[src/rtl/serial_subtractor_ctrl_if.sv]
// Handshake and operand/result bundle between a requesting master and serial_subtractor_ctrl.
// SERIAL_SUB_ZERO_FLAG_EN adds the registered zero flag to the bundle.
interface serial_subtractor_ctrl_if #(
  parameter int WIDTH = 8
);
  logic             start;
  logic [WIDTH-1:0] a_in;
  logic [WIDTH-1:0] b_in;
  logic             busy;
  logic             done;
  logic [WIDTH-1:0] diff;
  logic             borrow_out;
`ifdef SERIAL_SUB_ZERO_FLAG_EN
  logic             zero;
`endif

`ifdef SERIAL_SUB_ZERO_FLAG_EN
  modport master (output start, a_in, b_in, input busy, done, diff, borrow_out, zero);
  modport slave  (input start, a_in, b_in, output busy, done, diff, borrow_out, zero);
`else
  modport master (output start, a_in, b_in, input busy, done, diff, borrow_out);
  modport slave  (input start, a_in, b_in, output busy, done, diff, borrow_out);
`endif
endinterface

[src/rtl/serial_subtractor_ctrl.sv]
// Bit-serial WIDTH-bit unsigned subtractor sequencer around one 1-bit subtract cell, LSB first.
// Optional SERIAL_SUB_ZERO_FLAG_EN adds a zero flag built from a sticky nonzero FF.
//
// state | meaning
// IDLE  | waiting for start; operands captured on accept
// RUN   | one bit per cycle through the cell, WIDTH cycles
// DONE  | one-cycle done pulse, results valid
module serial_subtractor_ctrl #(
  parameter int WIDTH = 8
) (
  input logic                    clk,
  input logic                    rst_n,
  serial_subtractor_ctrl_if.slave bus
);
  localparam int CNT_W = (WIDTH > 1) ? $clog2(WIDTH) : 1;
  localparam logic [CNT_W-1:0] LAST_BIT = CNT_W'(WIDTH - 1);

  typedef enum logic [1:0] {
    IDLE = 2'd0,
    RUN  = 2'd1,
    DONE = 2'd2
  } state_t;

  state_t           state_q, state_d;
  logic [CNT_W-1:0] cnt_q, cnt_d;
  logic [WIDTH-1:0] a_sr_q, a_sr_d;
  logic [WIDTH-1:0] b_sr_q, b_sr_d;
  logic [WIDTH-1:0] diff_sr_q, diff_sr_d;
  logic             borrow_q, borrow_d;
  logic [WIDTH-1:0] diff_q, diff_d;
  logic             borrow_out_q, borrow_out_d;
  logic             cell_diff, cell_bout;
  logic             accept, last_bit;

  assign cell_diff = a_sr_q[0] ^ b_sr_q[0] ^ borrow_q;
  assign cell_bout = (~a_sr_q[0] & b_sr_q[0]) | (~(a_sr_q[0] ^ b_sr_q[0]) & borrow_q);

  assign accept   = (state_q == IDLE) && bus.start;
  assign last_bit = (state_q == RUN) && (cnt_q == LAST_BIT);

  always_ff @(posedge clk or negedge rst_n) begin
    if (!rst_n) begin
      state_q <= IDLE;
    end else begin
      state_q <= state_d;
    end
  end

  always_comb begin
    state_d = state_q;
    unique case (state_q)
      IDLE:    if (bus.start) state_d = RUN;
      RUN:     if (cnt_q == LAST_BIT) state_d = DONE;
      DONE:    state_d = IDLE;
      default: state_d = IDLE;
    endcase
  end

  always_comb begin
    cnt_d        = cnt_q;
    a_sr_d       = a_sr_q;
    b_sr_d       = b_sr_q;
    diff_sr_d    = diff_sr_q;
    borrow_d     = borrow_q;
    diff_d       = diff_q;
    borrow_out_d = borrow_out_q;
    if (accept) begin
      cnt_d    = '0;
      a_sr_d   = bus.a_in;
      b_sr_d   = bus.b_in;
      borrow_d = 1'b0;
    end else if (state_q == RUN) begin
      cnt_d     = cnt_q + CNT_W'(1);
      a_sr_d    = {1'b0, a_sr_q[WIDTH-1:1]};
      b_sr_d    = {1'b0, b_sr_q[WIDTH-1:1]};
      diff_sr_d = {cell_diff, diff_sr_q[WIDTH-1:1]};
      borrow_d  = cell_bout;
      // results only move on the edge into DONE so they stay stable through RUN
      if (last_bit) begin
        diff_d       = {cell_diff, diff_sr_q[WIDTH-1:1]};
        borrow_out_d = cell_bout;
      end
    end
  end

  always_ff @(posedge clk or negedge rst_n) begin
    if (!rst_n) begin
      cnt_q        <= '0;
      a_sr_q       <= '0;
      b_sr_q       <= '0;
      diff_sr_q    <= '0;
      borrow_q     <= 1'b0;
      diff_q       <= '0;
      borrow_out_q <= 1'b0;
    end else begin
      cnt_q        <= cnt_d;
      a_sr_q       <= a_sr_d;
      b_sr_q       <= b_sr_d;
      diff_sr_q    <= diff_sr_d;
      borrow_q     <= borrow_d;
      diff_q       <= diff_d;
      borrow_out_q <= borrow_out_d;
    end
  end

`ifdef SERIAL_SUB_ZERO_FLAG_EN
  logic nonzero_q, nonzero_d;
  logic zero_q, zero_d;

  always_comb begin
    nonzero_d = nonzero_q;
    zero_d    = zero_q;
    if (accept) begin
      nonzero_d = 1'b0;
    end else if (state_q == RUN) begin
      nonzero_d = nonzero_q | cell_diff;
      if (last_bit) zero_d = ~(nonzero_q | cell_diff);
    end
  end

  always_ff @(posedge clk or negedge rst_n) begin
    if (!rst_n) begin
      nonzero_q <= 1'b0;
      zero_q    <= 1'b0;
    end else begin
      nonzero_q <= nonzero_d;
      zero_q    <= zero_d;
    end
  end

  assign bus.zero = zero_q;
`endif

  assign bus.busy       = (state_q == RUN);
  assign bus.done       = (state_q == DONE);
  assign bus.diff       = diff_q;
  assign bus.borrow_out = borrow_out_q;
endmodule

[src/flat_wrapper.sv]
// flat-port wrapper written by rule: the top's interface ports become plain ports
module serial_subtractor_ctrl_flat 
#(
  parameter int WIDTH = 8
)
  (clk, rst_n, bus_start, bus_a_in, bus_b_in, bus_busy, bus_done, bus_diff, bus_borrow_out);
  serial_subtractor_ctrl_if #(.WIDTH(WIDTH)) bus_i ();
  input logic clk;
  input logic rst_n;
  input wire logic [$bits(bus_i.start)-1:0] bus_start;
  input wire logic [$bits(bus_i.a_in)-1:0] bus_a_in;
  input wire logic [$bits(bus_i.b_in)-1:0] bus_b_in;
  output wire logic [$bits(bus_i.busy)-1:0] bus_busy;
  output wire logic [$bits(bus_i.done)-1:0] bus_done;
  output wire logic [$bits(bus_i.diff)-1:0] bus_diff;
  output wire logic [$bits(bus_i.borrow_out)-1:0] bus_borrow_out;
  assign bus_i.start = bus_start;
  assign bus_i.a_in = bus_a_in;
  assign bus_i.b_in = bus_b_in;
  assign bus_busy = bus_i.busy;
  assign bus_done = bus_i.done;
  assign bus_diff = bus_i.diff;
  assign bus_borrow_out = bus_i.borrow_out;
  serial_subtractor_ctrl #(.WIDTH(WIDTH)) u_core (.clk(clk), .rst_n(rst_n), .bus(bus_i));
endmodule
[config.mk]
export PLATFORM = sky130hd
export DESIGN_NAME = serial_subtractor_ctrl_flat
export DESIGN_NICKNAME = d
export VERILOG_FILES = /design/src/rtl/serial_subtractor_ctrl_if.sv /design/src/rtl/serial_subtractor_ctrl.sv /design/src/flat_wrapper.sv
export SDC_FILE = /design/constraint.sdc
export NUM_CORES = 1
export LEC_CHECK = 0
export CORE_UTILIZATION = 44
export DETAILED_ROUTE_END_ITERATION = 7
export PLACE_DENSITY = 0.68
export REMOVE_ABC_BUFFERS = 1
export SYNTH_ARGS = -nofsm -noshare
export SYNTH_HDL_FRONTEND = slang
export SYNTH_SLANG_ARGS = --single-unit
[constraint.sdc]
create_clock -name clk -period 2.8 [get_ports clk]
set_input_delay 0.56 -clock clk [delete_from_list [all_inputs] [get_ports clk]]
set_output_delay 0.56 -clock clk [all_outputs]
set_load 0.01 [all_outputs]
# After elaboration in Yosys (flattened, before gate mapping)
# Index checks and enable logic that the tools add are counted.
# word_totals
word_cells	40
out_inout_bits	11
regBits	39
# classes
addsub	1
bitwise_logic	8
reduce_logical	7
mux	11
n_eq_ne	5
# ops
operator	n
2-to-1 mux 8 bit	4
2-to-1 mux 3 bit	2
2-to-1 mux 2 bit	2
case mux 2 bit (2 select lines)	1
AND reduction 2 bit	2
adder 3 x 1 -> 3 bit, second input constant	1
== test 3 bit, second input constant	1
inverter 1 bit	3
AND reduction 3 bit	1
AND 1 bit	2
== test 2 x 1 -> 1 bit, second input constant	1
== test 2 bit, second input constant	1
logical AND 1 bit	2
zero test 2 bit	1
2-to-1 mux 1 bit	2
inequality test 2 x 1 -> 1 bit, second input constant	1
inequality test 2 bit, second input constant	1
nonzero test 2 bit	1
bitwise XOR 1 bit	2
OR 1 bit	1

# Depth between registers and ports, before layout
# depth
depth_word	6
ltp_mapped	5
depth_no_buf	4

# Worst setup path after synthesis
# Ideal clock, no wire load.
# synth_timing
path_type	register to register
startpoint	register u_core.cnt_q[0]
endpoint	register u_core.diff_q[0], in the netlist u_core.bus.diff[0]
t_arrival_ps	1347
setup_ps	128
path_stages_with_launch	6
t_required_ps	2672
synth_period_minus_slack_ps	1475
slack_ps	1325
path_cell_list	dfrtp_1 ha_1 ha_1 nand3b_1 buf_2 mux2_1
# synth_between
elab_chain_cells	3
# synth_rtl
item	line_no	text
start: declaration	serial_subtractor_ctrl.sv:25	logic [CNT_W-1:0] cnt_q, cnt_d;
start signal: assignment	serial_subtractor_ctrl.sv:96	cnt_q <= cnt_d;
== test 3 bit	serial_subtractor_ctrl.sv:39	assign last_bit = (state_q == RUN) && (cnt_q == LAST_BIT);
logical AND 1 bit	serial_subtractor_ctrl.sv:39	
AND reduction 3 bit (no line)	-	
end signal: assignment	serial_subtractor_ctrl.sv:101	diff_q <= diff_d;
end: declaration	serial_subtractor_ctrl.sv:30	logic [WIDTH-1:0] diff_q, diff_d;
# No other way between the ends.
# A chain may end at the register's enable or synchronous reset.

# Worst setup path in the final report
# layout_timing
startpoint	register u_core.state_q[1]
endpoint	output bus_busy
# layout_between
elab_chain_cells	1
# layout_rtl
item	line_no	text
start: declaration	serial_subtractor_ctrl.sv:24	state_t state_q, state_d;
start signal: assignment	serial_subtractor_ctrl.sv:45	state_q <= state_d;
== test 2 x 1 -> 1 bit	serial_subtractor_ctrl.sv:134	assign bus.busy = (state_q == RUN);
end: declaration	flat_wrapper.sv:13	output wire logic [$bits(bus_i.busy)-1:0] bus_busy;
# No other way between the ends.

==> impl_metrics.json <==
{
  "via_per_inst": 5.391,
  "grt_usage": 0.1700,
  "max_stage_delay_ns": 0.55,
  "grt_pass1_wl_mm": 5.554,
  "p_per_area_nw_per_um2": 1018,
  "layout-drive-gt1-share": 0.1455,
  "antenna_found_initial": 0,
  "via_count": 1159,
  "drc": 0,
  "routedWlPerCell_um": 14.53,
  "setup_viol_count_final": 0,
  "placedCellCount": 209,
  "cts_resized": 0,
  "cts_tree": "built",
  "portBuffers": 29,
  "startpoint_type": "register",
  "finalSetupTns_ns": 0,
  "clk_pin_slew_ns": 0.07,
  "timing.final.ws_setup_ns": 0.3362,
  "hold_path_class": "in2async",
  "placementRows": 23,
  "clock.fmax_ghz": 0.4059,
  "status": "finished, final reports clean",
  "r2r_start": "u_core.state_q[0]",
  "yosys_warnings": 0,
  "htreeDepth": 2,
  "reg2reg_depth": 3,
  "syn_inst": 140,
  "finalCritPeriodShare": 0.8799,
  "finClkSkew_ns": 0.005341,
  "cts_setup_buffers": 0,
  "synth_area_leaders": "dfrtp_1 (52%), mux2_1 (9.2%), nor3b_1 (5.3%)",
  "r2r-end": "u_core.bus.diff[3]",
  "synth_seq_area_share": 0.5170,
  "insertion_delay_ns": 0.28,
  "crit_buf_inv": 2,
  "die_h_um": 66.66,
  "crit_arrival_ns": 1.90,
  "core_area_sq_um": 4000,
  "synth.largest_area_cell": "dfrtp_1",
  "first_pass_iters": 4,
  "synth-seq-cells": 38,
  "cts.sinks": 38,
  "multi_input_area_sq_um": 740.7,
  "cp.required_ns": 2.24,
  "cpMaxStageDelayCell": "clkdlybuf4s50_1",
  "postRouteAntennaNets": 0,
  "first_iter_violations": 31,
  "cts_hold_buf": 0,
  "grt_max_degree": 39,
  "cts_buffers": 5,
  "final_max_slew_viol_count": 0,
  "routed_wl_mm": 3.124,
  "gp_congestion": 0.6605,
  "path_class": "reg2out",
  "synth_cell_types": 29,
  "hold_viol": 0,
  "maxCapViolations": 0,
  "reg2reg_slack_ns": 1.02,
  "leakage_nw": 0.9401,
  "avgSynthCellArea_sq_um": 13.14,
  "fill_cells": 330,
  "area_growth_pct": 19.46,
  "ff_latch_area_sq_um": 950.9,
  "die_w_um": 66.66,
  "gr-total-overflow": 0,
  "place_hpwl_mm": 2.125,
  "cts-root-buf": "clkbuf_8",
  "die_area_sq_um": 4443,
  "ir_drop_v": 0.0003334,
  "synth.top_cell.area_share": 0.5170,
  "finalNonFillerCells": 215,
  "finalCriticalPeriod_ns": 2.464,
  "slew_headroom": 0.4506,
  "grt_pass1_vias": 1212,
  "post_synth_instance_area_sq_um": 1839,
  "clk_path_buf_depth": 2,
  "fin_nets": 188,
  "hold_slack_ns": 0.3725,
  "cp_max_fo": 11,
  "n_antenna_cell": 0,
  "cp_cell_sequence": "nand2b_1 > inv_2 > clkdlybuf4s50_1",
  "tightest_slew_ns": 0.8240,
  "cp_top_family": "buffers and inverters",
  "rsz0062_at_grt": "no",
  "start_util": 0.4598,
  "worst_setup_path_end_kind": "output port",
  "pre_cts_ws_ns": 0.6309,
  "boundaryPins": 30
}
through the flow:
stage,total power (W),utilization,instance area [sq um]
after CTS,0.002268,0.5493,2197
after global placement,0.001859,0.5286,2115
after detailed placement,0.001897,0.5286,2115
after floorplan,0.001547,-,1752
final,0.002237,0.5493,2197
after global routing,0.002426,0.5493,2197
kinds of logic (layout without fill, tap and decap cells):
kind of cell	after synthesis	after routing	synth area share
flip-flops	38	38	0.5170
adder cells (fa/ha/maj)	3	3	0.02449
multiplexers	17	17	0.1027
buffers and inverters	28	53	0.08027
AND/OR/NAND/NOR	32	32	0.1633
AO/OA/AOI/OAI	22	22	0.1123
registers in the layout, indices dropped and copies added, names as in the netlist:
| signal | cells |
|---|---|
| u_core.bus.diff | 8 |
| u_core.cnt_q | 3 |
| u_core.a_sr_q | 8 |
| u_core.borrow_q | 1 |
| u_core.bus.borrow_out | 1 |
| u_core.diff_sr_q | 7 |
| u_core.state_q | 2 |
| u_core.b_sr_q | 8 |
worst max path at each step:
stage | endpoint | cells after the start | from
floorplan | bus_busy | 2 | u_core.state_q[0]
global placement | bus_busy | 3 | u_core.state_q[1]
detailed placement | u_core.a_sr_q[3] | 3 | bus_start
CTS | bus_busy | 3 | u_core.state_q[1]
global route | bus_busy | 3 | u_core.state_q[1]
finish | bus_busy | 3 | u_core.state_q[1]
cells in the final DEF, fill, tap and decap left out:
cell type	synthesis	layout
a21o_1	1	1
nor2b_1	1	1
nand3b_1	1	1
or4b_1	2	2
a22o_1	2	2
nor4bb_1	2	2
ha_1	2	2
nand2b_1	1	1
dfrtp_1	38	38
o21ba_2	1	1
clkdlybuf4s50_1	0	28
buf_2	4	1
o21bai_4	1	1
inv_2	1	1
nor4b_2	6	6
a211oi_1	8	8
mux2_1	15	15
nor4b_1	6	6
buf_4	4	2
nor3b_1	13	13
a211oi_2	4	4
mux2i_1	2	2
fa_1	1	1
a211o_1	1	1
o221a_2	2	2
o22ai_1	1	1
inv_1	15	15
a21oi_1	1	1
clkbuf_8	0	6
synth_stat cells:
| cell | number |
|---|---|
| a211o_1 | 1 |
| a211oi_1 | 8 |
| a211oi_2 | 4 |
| a21o_1 | 1 |
| a21oi_1 | 1 |
| a22o_1 | 2 |
| buf_2 | 4 |
| buf_4 | 4 |
| buf_6 | 3 |
| clkbuf_1 | 1 |
| dfrtp_1 | 38 |
| fa_1 | 1 |
| ha_1 | 2 |
| inv_1 | 15 |
| inv_2 | 1 |
| mux2_1 | 15 |
| mux2i_1 | 2 |
| nand2b_1 | 1 |
| nand3b_1 | 1 |
| nor2b_1 | 1 |
| nor3b_1 | 13 |
| nor4b_1 | 6 |
| nor4b_2 | 6 |
| nor4bb_1 | 2 |
| o21ba_2 | 1 |
| o21bai_4 | 1 |
| o221a_2 | 2 |
| o22ai_1 | 1 |
| or4b_1 | 2 |
final cells by class:
class | count | share of cell area
tap | 50 | 0.02847
clock buffer | 6 | 0.03759
inverter | 16 | 0.02733
multi-input combinational | 74 | 0.3371
sequential | 38 | 0.4328
timing repair buffer | 31 | 0.1367
layer usage:
layer  track usage  share of wire  vias to the layer above
met1        0.1974           0.46                      571
met2        0.2955           0.48                       26
met3       0.05651          0.044                        5
met5             0              0                        -
li1              -              -                      557
met4       0.04787          0.013                        0
power by group:
part	internal [W]	total (W)	switching (W)
Clock	0.000190	0.000363	0.000173
Combinational	0.000491	0.000911	0.000420
Sequential	0.000815	0.000963	0.000147
Total	0.00150	0.00224	0.000740
(Power assumes the default switching activity.)
